`config.mk`:
```
export PLATFORM = sky130hd
export DESIGN_NAME = i2s_receiver
export DESIGN_NICKNAME = d
export VERILOG_FILES = /design/src/rtl/i2s_receiver.sv
export SDC_FILE = /design/constraint.sdc
export NUM_CORES = 1
export LEC_CHECK = 0
export CAP_MARGIN = 15
export CORE_MARGIN = 10
export CORE_UTILIZATION = 40
export CTS_BUF_LIST = sky130_fd_sc_hd__clkbuf_8
export CTS_CLUSTER_DIAMETER = 80
export DETAILED_ROUTE_END_ITERATION = 8
export REMOVE_ABC_BUFFERS = 1
export SYNTH_ARGS = -nofsm -noshare
export SYNTH_HDL_FRONTEND = slang
export SYNTH_SLANG_ARGS = --single-unit
export TNS_END_PERCENT = 10
```
`constraint.sdc`:
```
create_clock -name clk -period 3.25 [get_ports clk]
set_input_delay 0.65 -clock clk [delete_from_list [all_inputs] [get_ports clk]]
set_output_delay 0.65 -clock clk [all_outputs]
set_load 0.01 [all_outputs]
```
`src/rtl/i2s_receiver.sv`:
```
// I2S slave receiver: deserialises stereo frames, mixes to mono, converts to
// offset binary and scales to a registered PWM duty-cycle word.
module i2s_receiver #(
  parameter int unsigned SAMPLE_BITS = 16,
  parameter int unsigned OUT_WIDTH   = 8,
  parameter int unsigned DUTY_MAX    = 192
) (
  input  logic                 clk,
  input  logic                 rst_n,
  input  logic                 i2s_ws,
  input  logic                 i2s_sd,
  output logic [OUT_WIDTH-1:0] duty_cycle,
  output logic                 sample_valid,
  output logic                 frame_err
);

  localparam int unsigned CW = $clog2(SAMPLE_BITS + 1);
  localparam int unsigned PW = 2 * OUT_WIDTH;

  localparam logic [1:0] ST_SYNC  = 2'd0;
  localparam logic [1:0] ST_LEFT  = 2'd1;
  localparam logic [1:0] ST_RIGHT = 2'd2;

  localparam logic [OUT_WIDTH-1:0] DUTY_RST = OUT_WIDTH'(DUTY_MAX / 2);
  localparam logic [OUT_WIDTH-1:0] U_MSB    = OUT_WIDTH'(1) << (OUT_WIDTH - 1);

  logic [1:0]             state_q, state_d;
  logic                   ws_q;
  logic [CW-1:0]          bit_cnt_q, bit_cnt_d;
  logic [SAMPLE_BITS-1:0] shift_q, shift_d;
  logic [SAMPLE_BITS-1:0] left_s_q, left_s_d;
  logic [SAMPLE_BITS-1:0] right_s_q, right_s_d;
  logic                   left_ok_q, left_ok_d;
  logic                   launch_q, launch_d;
  logic                   err_q, err_d;
  logic [OUT_WIDTH-1:0]   u_q, u_d;
  logic                   pipe1_q, pipe1_d;
  logic [OUT_WIDTH-1:0]   duty_q, duty_d;
  logic                   valid_q, valid_d;

  logic                   ws_edge_c;
  logic                   cnt_room_c;
  logic [SAMPLE_BITS-1:0] shift_in_c;
  logic [CW-1:0]          cnt_in_c;
  logic                   slot_full_c;
  logic [SAMPLE_BITS:0]   sum_c;
  logic [OUT_WIDTH-1:0]   mono_top_c;
  logic [PW-1:0]          prod_c;

  // The bit sampled on a WS-edge cycle is the LSB of the slot being closed.
  always_comb begin
    ws_edge_c   = (i2s_ws != ws_q);
    cnt_room_c  = (bit_cnt_q < CW'(SAMPLE_BITS));
    shift_in_c  = cnt_room_c ? {shift_q[SAMPLE_BITS-2:0], i2s_sd} : shift_q;
    cnt_in_c    = cnt_room_c ? (bit_cnt_q + CW'(1)) : bit_cnt_q;
    slot_full_c = (cnt_in_c == CW'(SAMPLE_BITS));
  end

  // Slot framing state machine.
  always_comb begin
    state_d   = state_q;
    bit_cnt_d = cnt_in_c;
    shift_d   = shift_in_c;
    left_s_d  = left_s_q;
    right_s_d = right_s_q;
    left_ok_d = left_ok_q;
    launch_d  = 1'b0;
    err_d     = 1'b0;
    case (state_q)
      ST_SYNC: begin
        bit_cnt_d = '0;
        shift_d   = '0;
        if (ws_edge_c && !i2s_ws) state_d = ST_LEFT;
      end
      ST_LEFT: begin
        if (ws_edge_c && i2s_ws) begin
          bit_cnt_d = '0;
          shift_d   = '0;
          state_d   = ST_RIGHT;
          if (slot_full_c) begin
            left_s_d  = shift_in_c;
            left_ok_d = 1'b1;
          end else begin
            left_ok_d = 1'b0;
            err_d     = 1'b1;
          end
        end
      end
      ST_RIGHT: begin
        if (ws_edge_c && !i2s_ws) begin
          bit_cnt_d = '0;
          shift_d   = '0;
          state_d   = ST_LEFT;
          if (slot_full_c) begin
            right_s_d = shift_in_c;
            launch_d  = left_ok_q;
          end else begin
            err_d = 1'b1;
          end
        end
      end
      default: begin
        state_d   = ST_SYNC;
        bit_cnt_d = '0;
        shift_d   = '0;
      end
    endcase
  end

  // Mix, offset-binary conversion and scaling to the PWM period.
  always_comb begin
    sum_c      = {left_s_q[SAMPLE_BITS-1], left_s_q} + {right_s_q[SAMPLE_BITS-1], right_s_q};
    mono_top_c = OUT_WIDTH'(sum_c >> (SAMPLE_BITS + 1 - OUT_WIDTH));
    prod_c     = PW'(u_q) * PW'(DUTY_MAX);
    u_d        = u_q;
    pipe1_d    = launch_q;
    duty_d     = duty_q;
    valid_d    = pipe1_q;
    if (launch_q) u_d = mono_top_c ^ U_MSB;
    if (pipe1_q) duty_d = OUT_WIDTH'(prod_c >> OUT_WIDTH);
  end

  always_ff @(posedge clk or negedge rst_n) begin
    if (!rst_n) begin
      state_q   <= ST_SYNC;
      ws_q      <= 1'b0;
      bit_cnt_q <= '0;
      shift_q   <= '0;
      left_s_q  <= '0;
      right_s_q <= '0;
      left_ok_q <= 1'b0;
      launch_q  <= 1'b0;
      err_q     <= 1'b0;
      u_q       <= '0;
      pipe1_q   <= 1'b0;
      duty_q    <= DUTY_RST;
      valid_q   <= 1'b0;
    end else begin
      state_q   <= state_d;
      ws_q      <= i2s_ws;
      bit_cnt_q <= bit_cnt_d;
      shift_q   <= shift_d;
      left_s_q  <= left_s_d;
      right_s_q <= right_s_d;
      left_ok_q <= left_ok_d;
      launch_q  <= launch_d;
      err_q     <= err_d;
      u_q       <= u_d;
      pipe1_q   <= pipe1_d;
      duty_q    <= duty_d;
      valid_q   <= valid_d;
    end
  end

  assign duty_cycle   = duty_q;
  assign sample_valid = valid_q;
  assign frame_err    = err_q;

endmodule
```
[After elaboration in Yosys (flattened, before gate mapping)]
Cells that the tools add are included.
Operators by class
  add/subtract/negate cells: 2
  $mul: 1
  divide/modulo/power cells: 0
  magnitude comparators: 1
  equal/unequal tests: 6
  shift operators: 0
  multiplexer cells: 19
  bitwise logic cells: 1
  reduce and logical (&&, ||, !) cells: 9
Operators by type and width (count)
  16-bit two-way mux: 3
  16-bit one-hot mux with 2 select lines: 1
  16-bit by 16-bit adder with 17-bit output: 1
  5-bit two-way mux: 3
  8-bit by 2-bit multiplier with 10-bit output, second input constant: 1
  5-bit one-hot mux with 2 select lines: 1
  1-bit two-way mux: 7
  3-bit AND reduction: 2
  5-bit by 1-bit adder with 5-bit output, second input constant: 1
  5-bit equality test, second input constant: 1
  5-bit < comparator, second input constant: 1
  2-bit two-way mux: 2
  2-bit one-hot mux with 2 select lines: 1
  2-bit AND reduction: 2
  2-bit by 1-bit equality test with 1-bit output, second input constant: 1
  2-bit equality test, second input constant: 1
  1-bit logical AND: 2
  2-bit logical NOT: 1
  2-bit by 1-bit inequality test with 1-bit output, second input constant: 1
  2-bit inequality test, second input constant: 1
  1-bit one-hot mux with 2 select lines: 1
  2-bit OR reduction: 1
  1-bit logical NOT: 1
  1-bit inequality test: 1
  1-bit inverter: 1
Word-level totals
  register bits after elaboration: 77
  bits in latches: 0
  bits in writable memories: 0
  memory bits (read-only): 0
  input port bits: 4
  output and inout bits: 10
  memories: 0

[Logic depth before layout (Yosys ltp)]
  depth in word-level cells: 6
  depth in mapped cells: 8
  depth with buffers taken out: 8

[Worst setup path after synthesis]
OpenSTA, ideal clock, no wires.
  kind: flip-flop to flip-flop
  start: reg bit_cnt_q[0]
  end: reg left_s_q[10]
  setup time: 125 ps
  data arrival time: 2019 ps
  slack: 1107 ps
  stages on the path, launching flop included: 9
  clock period less this slack: 2143 ps
  cells stage by stage: dfrtp_1 ha_1 nor3b_1 a21oi_1 nor2_1 nand3_2 nor3_4 buf_6 mux2_2
Between the ends
  word-level cells in the longest chain between the ends: 4
RTL lines
  from (decl): RTL line 29  | logic [CW-1:0] bit_cnt_q, bit_cnt_d;
  from (signal assigned): RTL line 141  | bit_cnt_q <= bit_cnt_d;
  5-bit by 1-bit adder with 5-bit output or 5-bit < comparator (tied branches): RTL line 55, 53
  5-bit two-way mux: RTL line 55  | cnt_in_c = cnt_room_c ? (bit_cnt_q + CW'(1)) : bit_cnt_q;
  5-bit equality test: RTL line 56  | slot_full_c = (cnt_in_c == CW'(SAMPLE_BITS));
  3-bit AND reduction (no source line)
  to (signal assigned): RTL line 143  | left_s_q <= left_s_d;
  to (decl): RTL line 31  | logic [SAMPLE_BITS-1:0] left_s_q, left_s_d;
Parallel ways exist; a longest one is shown, timed or not.
A chain may end at the register's enable or synchronous reset.

[Worst setup path after layout]
  start: reg left_s_q[5]
  end: reg u_q[5]
Between the ends
  word-level cells in the longest chain between the ends: 1
RTL lines
  16-bit by 16-bit adder with 17-bit output: RTL line 112  | sum_c = {left_s_q[SAMPLE_BITS-1], left_s_q} + {right_s_q[SAMPLE_BITS-1], right_s_q};
  to (signal assigned): RTL line 148  | u_q <= u_d;
  to (decl): RTL line 36  | logic [OUT_WIDTH-1:0] u_q, u_d;
No other way between the ends.

==> results_dict.tcl <==
set metrics [dict create \
    dieArea_um2 14700 \
    antenna_left 0 \
    port_buffers 13 \
    switchingPower_uw 513 \
    tightestPinTransition_ns 0.963 \
    rsz0062_at_grt "no" \
    grt_start_max_net_pins 78 \
    synth_warnings 0 \
    swShare_pct 26.3 \
    min_path_type "in -> async" \
    post_cts_buffers 0 \
    path_clk_slew_ns 0.08 \
    cts.sink_count 77 \
    synth-edff-count 0 \
    critical_path.cell_chain "ha_1, nand3_1, a21oi_1, nor2_1, o32ai_1, or4b_1, o211ai_1" \
    tns_ns 0 \
    dpl.hpwl_um 5200 \
    gp_congestion 0.834 \
    first_global_vias 2655 \
    cp-endpoint "u_q[5]" \
    clockPowerShare_pct 37.5 \
    clk_path_buf_depth 2 \
    cts_buffers 9 \
    met3_usage_pct 3.35 \
    slew_viol_final 0 \
    layout.nets 413 \
    wl_per_cell_um 14.2 \
    vias 2702 \
    cts_tree "done" \
    r2r-start "left_s_q[5]" \
    startpoint_type "flip-flop" \
    area_delta_synth_final_pct 11.2 \
    clk_latency_ns 0.35 \
    drv_cap 0 \
    synth_area_leaders "dfrtp_1 (46%), mux2_2 (15%), ha_1 (8.6%)" \
    peakVddDrop_mv 0.191 \
    ys_types 50 \
    place_area_um2 4350 \
    slowest_delay_ns 0.47 \
    path_class "reg -> reg" \
    drc 0 \
    start_util_pct 41.5 \
    die_h_um 121 \
    core-area_um2 9860 \
    yosysTopAreaCell "dfrtp_1" \
    cp.required_ns 3.52 \
    finalInstanceArea_um2 4550 \
    r2r-end "u_q[5]" \
    clockRootBuffer "clkbuf_8" \
    drt-initial-drc-count 57 \
    layout-drive-gt1-share_pct 21.8 \
    htree_levels 3 \
    setup_viol 0 \
    row_count 36 \
    hold_viol 0 \
    ys_seq_area_share_pct 47.2 \
    grt_pass1_wl_um 12500 \
    synthArstFlopShare_pct 100 \
    boundaryPins 14 \
    skew_ns 0.0119 \
    status "finished, final reports clean" \
    r2r_cells 7 \
    synth_top_area_share_pct 45.9 \
    comb_power_share_pct 11.2 \
    antenna_found_initial 0 \
    synth_seq_cells 77 \
    synth_ff_type "dfrtp_1" \
    period_minus_slack_ns 2.44 \
    cp_max_fo 4 \
    crit_arrival_ns 2.71 \
    syn_area_per_cell_um2 11.1 \
    seqPwrFrac_pct 51.4 \
    ys_top_cells_by_count "dfrtp_1 (75), mux2_2 (53), ha_1 (28)" \
    crit_start "left_s_q[5]" \
    die_w_um 121 \
    crit_slowest_cell "o32ai_1" \
    dr.pass1.iters 4 \
    pwr_density_cell_nw_per_um2 428 \
    gr-total-overflow 0 \
    via_per_inst 5.22 \
    grt_usage_pct 10.4 \
    slew_headroom_pct 35.8 \
    syn_inst 367 \
    intPower_uw 1430 \
    grtUsageMet2_pct 17.8 \
    end_kind "flip-flop" \
    cts-hold-fix-buffers 0 \
    busiest_layer "met2" \
    yosys.cell_count.top_type "dfrtp_1" \
    post_cts_resized 0 \
    synthesis.area_um2 4090 \
    antenna_cells 0 \
    wl_um 7350 \
    finalCritPeriodShare_pct 75.2 \
    r2r_slack_ns 0.81 \
    grt_util_met1_pct 11.6 \
    leakage_uw 0.00217 \
    fmax_ghz 0.409 \
]
worst min path at each step:
stage | startpoint | to | slack [ns]
floorplan | rst_n | bit_cnt_q[0] | 0.35
global placement | duty_cycle[5] | duty_cycle[5] | 0.48
detailed placement | duty_cycle[5] | duty_cycle[5] | 0.48
CTS | rst_n | duty_cycle[4] | 0.49
global route | rst_n | sample_valid | 0.53
finish | rst_n | duty_cycle[7] | 0.44
layout by cell type, fill, tap and decap left out, types with 3 or more instances in the layout:
cell type / Yosys / final
mux2_2: 53 / 53
a21o_1: 4 / 4
dfrtp_1: 75 / 75
nand4_1: 5 / 5
and3_1: 3 / 3
clkbuf_8: 0 / 10
a211oi_1: 3 / 3
nor2_1: 23 / 23
o21ai_0: 16 / 16
xor2_1: 5 / 5
ha_1: 28 / 28
mux2i_1: 3 / 3
nand2_1: 21 / 21
a21oi_1: 17 / 17
xnor2_1: 4 / 4
o211ai_1: 3 / 3
nor2b_1: 19 / 19
clkdlybuf4s50_1: 0 / 12
buf_4: 2 / 5
nand3b_1: 3 / 3
nand3_1: 8 / 8
inv_1: 14 / 15
o31ai_1: 4 / 4
a31oi_1: 6 / 6
metal layers:
layer,part of all wire (%),wire (um)
met1,45,3280
met2,50,3640
met3,4.0,292
met4,1.9,138
met5,0,0
flip-flops by register name, summed over array words and instances (netlist names):
name,cells
left_s_q,16
right_s_q,16
shift_q,16
duty_cycle,8
u_q,8
bit_cnt_q,5
state_q,2
frame_err,1
launch_q,1
left_ok_q,1
pipe1_q,1
sample_valid,1
ws_q,1
worst max-delay path: cells and delay by family, from the launching register on:
kind | cells | cell delay, ns
AND/OR/NAND/NOR | 3 | 0.72
AO/OA/AOI/OAI | 3 | 0.93
adder cells (fa/ha/maj) | 1 | 0.33
flip-flops | 1 | 0.39
power by group through the flow:
stage	clock network, uW	registers [uW]	logic, uW
after floorplan	0	1020	137
after global placement	0	1020	221
after detailed placement	0	1020	223
after CTS	758	1000	224
after global routing	799	1000	252
final	730	1000	217
cell type report:
cell class	count	area, um2
flip-flops and latches	77	1930
repair buffers	17	158
fillers	911	5310
inverters	14	52.6
well taps	133	166
clock buffers	10	138
multi-input cells	261	2050
clock inverters	6	61.3
metrics by stage:
step | std cells | util (%) | worst slack (ns) | total power [uW] | hold WS (ns)
4_1_cts | 518 | 46.1 | 0.796 | 1980 | 0.490
6_report | 518 | 46.1 | 0.807 | 1950 | 0.443
5_1_grt | 518 | 46.1 | 0.690 | 2050 | 0.526
2_1_floorplan | 352 | - | 0.369 | 1150 | 0.354
3_5_place_dp | 502 | 44.1 | 0.829 | 1240 | 0.479
3_3_place_gp | 502 | 44.1 | 0.837 | 1240 | 0.481
cell families (layout without fill, tap and decap cells):
kind of cell | after synthesis | after routing | share of synthesized area, %
multiplexers | 56 | 56 | 15.3
AND/OR/NAND/NOR | 98 | 98 | 12.8
flip-flops | 77 | 77 | 47.2
adder cells (fa/ha/maj) | 29 | 29 | 9.05
XOR/XNOR | 9 | 9 | 1.93
buffers and inverters | 29 | 47 | 3.03
AO/OA/AOI/OAI | 69 | 69 | 10.8
(Power assumes the default switching activity.)
